--- config.mk ---
export PLATFORM = sky130hd
export DESIGN_NAME = data_island_packet_serializer
export DESIGN_NICKNAME = d
export VERILOG_FILES = /design/src/rtl/data_island_packet_serializer.sv
export SDC_FILE = /design/constraint.sdc
export NUM_CORES = 1
export LEC_CHECK = 0
export BUFFER_PORTS_ARGS = -buffer_cell sky130_fd_sc_hd__clkbuf_2
export CAP_MARGIN = 20
export CORE_MARGIN = 8
export CORE_UTILIZATION = 50
export DETAILED_ROUTE_END_ITERATION = 8
export GPL_TIMING_DRIVEN = 1
export PLACE_DENSITY = 0.73
export SLEW_MARGIN = 25
export SYNTH_ARGS = -nofsm -noshare
export SYNTH_HDL_FRONTEND = slang
export SYNTH_SLANG_ARGS = --single-unit
--- constraint.sdc ---
create_clock -name clk_pixel -period 2.57 [get_ports clk_pixel]
set_input_delay 0.1285 -clock clk_pixel [delete_from_list [all_inputs] [get_ports clk_pixel]]
set_output_delay 0.1285 -clock clk_pixel [all_outputs]
set_load 0.005 [all_outputs]
--- src/rtl/data_island_packet_serializer.sv ---
// Serializes one HDMI data-island packet (24-bit header + four 56-bit subpackets)
// into 32 nine-bit words, appending BCH parity computed on the fly.
module data_island_packet_serializer #(
    parameter bit BACK_TO_BACK = 1'b1
) (
    input  logic        clk_pixel,
    input  logic        reset,
    input  logic        packet_start,
    input  logic [23:0] header,
    input  logic [55:0] sub [3:0],
    output logic        packet_ready,
    output logic        packet_valid,
    output logic [4:0]  packet_index,
    output logic [8:0]  packet_data,
    output logic        packet_done
);

    typedef enum logic {
        IDLE = 1'b0,
        SEND = 1'b1
    } state_t;

    state_t            r_state;
    logic [4:0]        r_count;
    logic [23:0]       r_header;
    logic [3:0][55:0]  r_sub;
    logic [7:0]        r_ecc_h;
    logic [3:0][7:0]   r_ecc_s;

    logic              w_hbit;
    logic [3:0]        w_lo;
    logic [3:0]        w_hi;
    logic              w_last;
    logic              w_accept;

    function automatic logic [7:0] ecc_next(input logic [7:0] e, input logic b);
        return (e >> 1) ^ ((e[0] ^ b) ? 8'h83 : 8'h00);
    endfunction

    assign w_last       = (r_state == SEND) && (r_count == 5'd31);
    assign packet_ready = (r_state == IDLE) || (w_last && BACK_TO_BACK);
    assign w_accept     = packet_start && packet_ready;

    // Payload bits for the first 24/28 indices, then the held parity byte.
    always_comb begin
        w_hbit = (r_count < 5'd24) ? r_header[r_count] : r_ecc_h[r_count[2:0]];
        w_lo   = '0;
        w_hi   = '0;
        for (int k = 0; k < 4; k++) begin
            if (r_count < 5'd28) begin
                w_lo[k] = r_sub[k][{r_count, 1'b0}];
                w_hi[k] = r_sub[k][{r_count, 1'b1}];
            end else begin
                w_lo[k] = r_ecc_s[k][{r_count[1:0], 1'b0}];
                w_hi[k] = r_ecc_s[k][{r_count[1:0], 1'b1}];
            end
        end
    end

    assign packet_valid = (r_state == SEND);
    assign packet_index = r_count;
    assign packet_done  = w_last;
    assign packet_data  = packet_valid ? {w_hi, w_lo, w_hbit} : 9'd0;

    always_ff @(posedge clk_pixel) begin
        if (reset) begin
            r_state  <= IDLE;
            r_count  <= 5'd0;
            r_header <= '0;
            r_sub    <= '0;
            r_ecc_h  <= '0;
            r_ecc_s  <= '0;
        end else if (w_accept) begin
            r_state  <= SEND;
            r_count  <= 5'd0;
            r_header <= header;
            for (int k = 0; k < 4; k++) begin
                r_sub[k] <= sub[k];
            end
            r_ecc_h  <= '0;
            r_ecc_s  <= '0;
        end else if (r_state == SEND) begin
            // Counter wraps 31 -> 0, leaving the idle index at 0.
            r_count <= r_count + 5'd1;
            if (r_count < 5'd24) begin
                r_ecc_h <= ecc_next(r_ecc_h, w_hbit);
            end
            for (int k = 0; k < 4; k++) begin
                if (r_count < 5'd28) begin
                    r_ecc_s[k] <= ecc_next(ecc_next(r_ecc_s[k], w_lo[k]), w_hi[k]);
                end
            end
            if (w_last) begin
                r_state <= IDLE;
            end
        end
    end

endmodule

==> results of run 1 <==
[sequential cells by signal, summed over array words and instances, names as in the netlist]
register,flops
r_sub,224
r_ecc_s,32
r_header,24
r_ecc_h,8
packet_index,5
packet_valid,1
[routing by layer]
layer  track usage  wire [um]  up-vias  share of wire
li1              -          -     6360              -
met1        0.3861      20430     6976           0.34
met2        0.5393      26840     1380           0.45
met3       0.08449       7412      438           0.12
met4        0.1769       4649        4          0.078
met5             0         65        -         0.0011
[report_power, final]
group	internal [W]	leakage [nW]	switching, W
Sequential	0.00479	2.41	0.000176
Combinational	0.000959	4.82	0.000972
Clock	0.00269	0.506	0.00190
Total	0.00845	7.73	0.00305
[metrics by stage]
step	TNS, ps	power [W]	instances
after floorplan	-8669	0.005741	1547
after global placement	-27.36	0.006231	2085
after detailed placement	-91.70	0.006263	2085
after CTS	-107.1	0.01111	2437
after global routing	-3839	0.01178	2462
final	-2452	0.01149	2467
[kinds of logic (layout without fill, tap and decap cells)]
logic type | after synthesis | after routing | synth area share
buffers and inverters | 128 | 704 | 0.04501
flip-flops | 294 | 294 | 0.4553
other | 0 | 9 | 0
AO/OA/AOI/OAI | 364 | 364 | 0.1575
multiplexers | 109 | 109 | 0.1278
XOR/XNOR | 30 | 30 | 0.02410
AND/OR/NAND/NOR | 620 | 620 | 0.1884
adder cells (fa/ha/maj) | 2 | 2 | 0.001935
[final cells by class]
cell class,count,share of cell area
timing repair buffer,649,0.2780
clock buffer,42,0.04520
antenna,9,0.001146
tap,335,0.02133
clock inverter,11,0.006748
inverter,2,0.0003819
multi-input combinational,1125,0.3471
sequential,294,0.3001
[placed cells by master, fill, tap and decap left out, drive strengths merged, types with 4 or more instances in the layout]
cell type,n
nand2b,5
a211oi,9
xnor2,25
and2,11
a21oi,292
dlygate4sd3,249
mux2i,66
clkbuf,311
or3,6
clkinv,7
diode,9
o22ai,8
nand2,557
nor2,21
xor2,5
nand3,5
mux4,42
buf,130
o221ai,4
a22oi,14
a221oi,9
nor2b,6
dfxtp,294
o21ai,17
[timing repair]
| action | CTS | global route |
|---|---|---|
| gates cloned | 4 | 5 |
| buffers inserted | 46 | 16 |
| setup endpoints to repair | 13 | 238 |
| pin swaps | 22 | 23 |
| resized for setup | 60 | 64 |
| hold buffers | 249 | 0 |
| endpoints found under the hold margin | 249 | 0 |
[critical path: stages, from the launching register on]
cell and delay (ps):
dfxtp_4 430, buf_6 120, buf_12 110, buf_4 170
and2b_1 280, a22oi_1 270, a21oi_1 150, a221oi_2 290
buf_4 200, xnor2_4 140, xnor2_2 120, or3_1 340
a21oi_2 130
[how the worst max path moves through the flow]
stage	from	to	cells after the start
finish	packet_index[0]$_SDFFE_PP0P_	r_ecc_s[25]$_SDFFE_PP0P_	12
global route	packet_index[1]$_SDFFE_PP0P_	r_sub[162]$_SDFFE_PP0P_	12
CTS	packet_index[1]$_SDFFE_PP0P_	packet_data[8]	9
detailed placement	packet_index[1]$_SDFFE_PP0P_	r_ecc_s[17]$_SDFFE_PP0P_	9
global placement	packet_index[1]$_SDFFE_PP0P_	r_ecc_s[1]$_SDFFE_PP0P_	8
floorplan	packet_index[2]$_SDFFE_PP0P_	r_header[0]$_SDFFE_PP0P_	12
==> impl_metrics.yaml, run 1 <==
critical_path:
  worstReg2RegEnd: "r_ecc_s[25]$_SDFFE_PP0P_"
  crit_arrival_ps: 3310
  cp-end-kind: "flop"
  cp_max_fo: 6
  critPathLaunchType: "flop"
  critPathKind: "reg2reg"
  r2r_slack_ps: -250
  r2r_start: "packet_index[0]$_SDFFE_PP0P_"
  worstRegToRegCells: 12
  crit_required_ps: 3070
timing:
  max_freq_mhz: 355.2
  post-route-min-period_ps: 2815
  drv_slew: 0
  setup_viol: 24
  maxSlewHeadroom: 0.5416
  whs_ps: 89.81
  clock_skew_ps: 22.32
  setup_slack_ps: -245.3
  grt_setup_unrepaired: "yes"
  hold_violations: 0
  tightest_slew_ps: 686.7
  period_share: 1.095
global_routing:
  grt_remaining_overflow: 0
  grt_pass1_vias: 14448
  grt_pass1_wl_um: 80640
  antenna_found_initial: 9
  grt_max_degree: 121
  gr-usage-all-layers: 0.3273
yosys:
  synth_edf_count: 0
  postSynthAreaPerCell_um2: 8.356
  synth_area_um2: 12930
  netlist_instances: 1547
  synth_common_cells: "nand2_1, dfxtp_1, a21oi_1"
  synthArstFlopShare: 0
  synth_flop_cell: "dfxtp_1"
  syn_nets: 1800
  seq_area_frac_synth: 0.4553
  yosys.cell_count.top_type: "nand2_1"
  synth-seq-cells: 294
  yosysWarningCount: 0
  netlist_top_cells_area: "dfxtp_1, nand2_1, a21oi_1"
  synth_top_area_share: 0.4553
  ys_types: 53
  synth_top_area_cell: "dfxtp_1"
hold_path:
  hold_end: "r_sub[110]$_SDFFE_PP0P_"
  hold_depth: 2
  min_path_type: "in2reg"
  hp-start: "reset"
detailed_routing:
  wl_per_cell_um: 24.08
  drt_wl_total_um: 59390
  route.detailed.drc: 0
  drt_iter0_drc: 2042
  ant_nets: 0
  vias: 15158
  routed_via_density: 6.144
  dr.pass1.iters: 8
layout:
  syn_to_final_growth_pct: 52.04
  final_area_um2: 19660
  layout-drive-gt1-share: 0.2737
  multi_input_area_um2: 6823
  seq_area_um2: 5898
  layout.nets: 2355
  fill_cells: 1518
  final_util: 0.7651
placed_design:
  finalWeightedCongestion: 0.8542
  place_ws_ps: -57.31
  place_hpwl_um: 28960
  post_dp_cell_area_um2: 14790
  io_buffers: 267
cts:
  cts_buffers: 30
  clkSinkCount: 294
  htree_levels: 1
  clk_pin_slew_worst_paths_ps: 70
  cts_buffer_depth: 3
  root_buffer: "clkbuf_16"
  clock_latency_ps: 570
  cts_tree: "built"
outcome:
  status: "complete, but fails checks"
  violations: "setup timing"
floorplan:
  rows: 59
  die_h_um: 176.8
  core_um2: 25690
  die_x_um: 176.8
  start_util: 0.5032
  pin_count: 268
  dieArea_um2: 31260
power:
  ir_drop_v: 0.0004991
  p_leak_nw: 7.733
  p_per_area_nw_per_um2: 584.7
run:
  maxCapViolCount: 0
Note: power is estimated with default switching activity, not from simulation.
==> run 2, diff against run 1 <==
--- a/config.mk
+++ b/config.mk
@@ -5,13 +5,13 @@
 export SDC_FILE = /design/constraint.sdc
 export NUM_CORES = 1
 export LEC_CHECK = 0
-export BUFFER_PORTS_ARGS = -buffer_cell sky130_fd_sc_hd__clkbuf_2
 export CAP_MARGIN = 20
 export CORE_MARGIN = 8
-export CORE_UTILIZATION = 50
+export CORE_UTILIZATION = 55
 export DETAILED_ROUTE_END_ITERATION = 8
+export DONT_BUFFER_PORTS = 1
 export GPL_TIMING_DRIVEN = 1
-export PLACE_DENSITY = 0.73
+export PLACE_DENSITY = 0.69
 export SLEW_MARGIN = 25
 export SYNTH_ARGS = -nofsm -noshare
 export SYNTH_HDL_FRONTEND = slang
==> run 2 against run 1 <==
The flow finishes with violations (hold timing, setup timing). Clock skew shrank 9.4 ps. Critical path depth shrank 1. Combinational power shrank 33%. Die area shrank 8.3%.
==> impl_metrics.yaml, run 2 (synthesized netlist as in run 1, its figures left out) <==
detailed_routing:
  vias: 12012
  drt_iter0_drc: 1090
  routed_via_density: 5.820
  wl_per_cell_um: 20.52
  ant_nets: 0
  route.detailed.drc: 0
  drt_wl_total_um: 42360
  dr.pass1.iters: 5
critical_path:
  startpoint: "packet_index[1]$_SDFFE_PP0P_"
  slowest_delay_ps: 500
  crit_required_ps: 3060
  r2r_start: "packet_index[1]$_SDFFE_PP0P_"
  cp-end-kind: "flop"
  slowest_stage: "mux4_2"
  worstReg2RegEnd: "r_ecc_s[9]$_SDFFE_PP0P_"
  cp_max_fo: 7
  crit_family: "buffers and inverters"
  critPathCapture: "r_ecc_s[9]$_SDFFE_PP0P_"
  crit_arrival_ps: 3150
  critPathBufInv: 4
  cp_cell_sequence: "buf_12, buf_12, buf_4, mux4_2, o21ai_1, a22oi_2, buf_4, xnor2_1, xnor2_1, or3_1, a21oi_2"
  critPathKind: "reg2reg"
  worstRegToRegCells: 11
  worst-path-stages: 11
  critPathLaunchType: "flop"
  r2r_slack_ps: -90
cts:
  clock_latency_ps: 560
  clkSinkCount: 294
  root_buffer: "clkbuf_16"
  cts_tree: "built"
  clk_pin_slew_worst_paths_ps: 70
  cts_buffers: 30
  htree_levels: 1
  cts_buffer_depth: 3
outcome:
  violations: "hold timing, setup timing"
  status: "complete, but fails checks"
timing:
  tightest_slew_ps: 620.0
  setup-tns-final_ps: -201.7
  setup_viol: 3
  max_freq_mhz: 375.6
  hold_violations: 250
  post-route-min-period_ps: 2663
  setup_slack_ps: -92.58
  clock_skew_ps: 12.91
  grt_setup_unrepaired: "yes"
  period_share: 1.036
  maxSlewHeadroom: 0.5852
  drv_slew: 0
  whs_ps: -339.0
global_routing:
  antenna_found_initial: 2
  grt_remaining_overflow: 0
  grt_pass1_wl_um: 58860
  gr-usage-all-layers: 0.2574
  grt_pass1_vias: 10906
  grt_max_degree: 252
floorplan:
  core_um2: 23260
  dieArea_um2: 28670
  pin_count: 268
  rows: 56
  start_util: 0.5557
  die_x_um: 169.3
  die_h_um: 169.3
power:
  p_per_area_nw_per_um2: 648.8
  ir_drop_v: 0.0004547
  p_total_w: 0.01091
  p_leak_nw: 5.964
hold_path:
  min_path_type: "in2reg"
placed_design:
  io_buffers: 0
  finalWeightedCongestion: 0.9083
  place_hpwl_um: 27280
layout:
  layout.nets: 1973
  reg_top3: "r_sub (224), r_ecc_s (32), r_header (24)"
  layout-drive-gt1-share: 0.1486
  largest_register_ffs: 224
  final_util: 0.7231
  syn_to_final_growth_pct: 30.12
  layout_common_cells: "nand2_1, dfxtp_1, a21oi_1"
  final_common_cell: "nand2_1"
  regMostFlops: "r_sub"
run:
  maxCapViolCount: 0
==> run 2: power breakdown <==
group	switching, W	leakage, nW	internal (W)
Sequential	0.000162	2.41	0.00479
Clock	0.00184	0.522	0.00282
Combinational	0.000654	3.03	0.000644
==> run 2: per-stage QoR <==
step / setup WS (ps) / instances / area, um^2
floorplan: -43.35 / 1547 / 12930
global placement: -124.7 / 1802 / 13450
detailed placement: -113.3 / 1802 / 13450
CTS: 0.08504 / 1916 / 15200
finish: -92.58 / 2064 / 16820
global route: -196.7 / 2064 / 16820
==> run 2: worst min path at each step <==
| stage | to | startpoint | cells after the start | slack (ps) |
|---|---|---|---|---|
| 2_1_floorplan | packet_valid$_SDFF_PP0_ | packet_start | 2 | 260 |
| 3_3_place_gp | r_sub[16]$_SDFFE_PP0P_ | reset | 1 | 220 |
| 3_5_place_dp | r_sub[20]$_SDFFE_PP0P_ | reset | 1 | 220 |
| 4_1_cts | r_sub[16]$_SDFFE_PP0P_ | reset | 1 | -370 |
| 5_1_grt | r_sub[16]$_SDFFE_PP0P_ | reset | 1 | -360 |
| 6_report | r_sub[16]$_SDFFE_PP0P_ | reset | 1 | -340 |
==> run 2: worst register-to-register path: cells and delay by family (launching register included) <==
family / cells / cell delay (ps)
buf+inv: 4 / 570
mux: 1 / 500
compound gates: 3 / 500
flops: 1 / 390
simple gates: 1 / 330
xor+xnor: 2 / 300
==> run 2: area by class of cell <==
type | count | area, um^2
Antenna cell | 2 | 5.005
Sequential cell | 294 | 5898
Timing Repair Buffer | 267 | 2738
Clock buffer | 43 | 859.6
Clock inverter | 12 | 196.4
Inverter | 2 | 7.507
Fill cell | 1698 | 6441
Tap cell | 319 | 399.1
Multi-Input combinational cell | 1125 | 6718
==> run 2: metal layers <==
metal  wire length, um  vias to the layer above  track usage
li1                  -                     5593            -
met1             16590                     5734       0.3282
met2             21140                      567       0.4248
met3              3121                      118      0.06141
met4              1515                        0      0.08349
met5                 0                        -            0
==> run 2: timing repair <==
item                                    CTS  global route
pin swaps                                 7            18
hold buffers                             41           130
endpoints found under the hold margin   251           250
cloned                                    1             0
gates resized for setup                  32            43
endpoints found under the setup margin   11            16
buffers inserted                         18            17
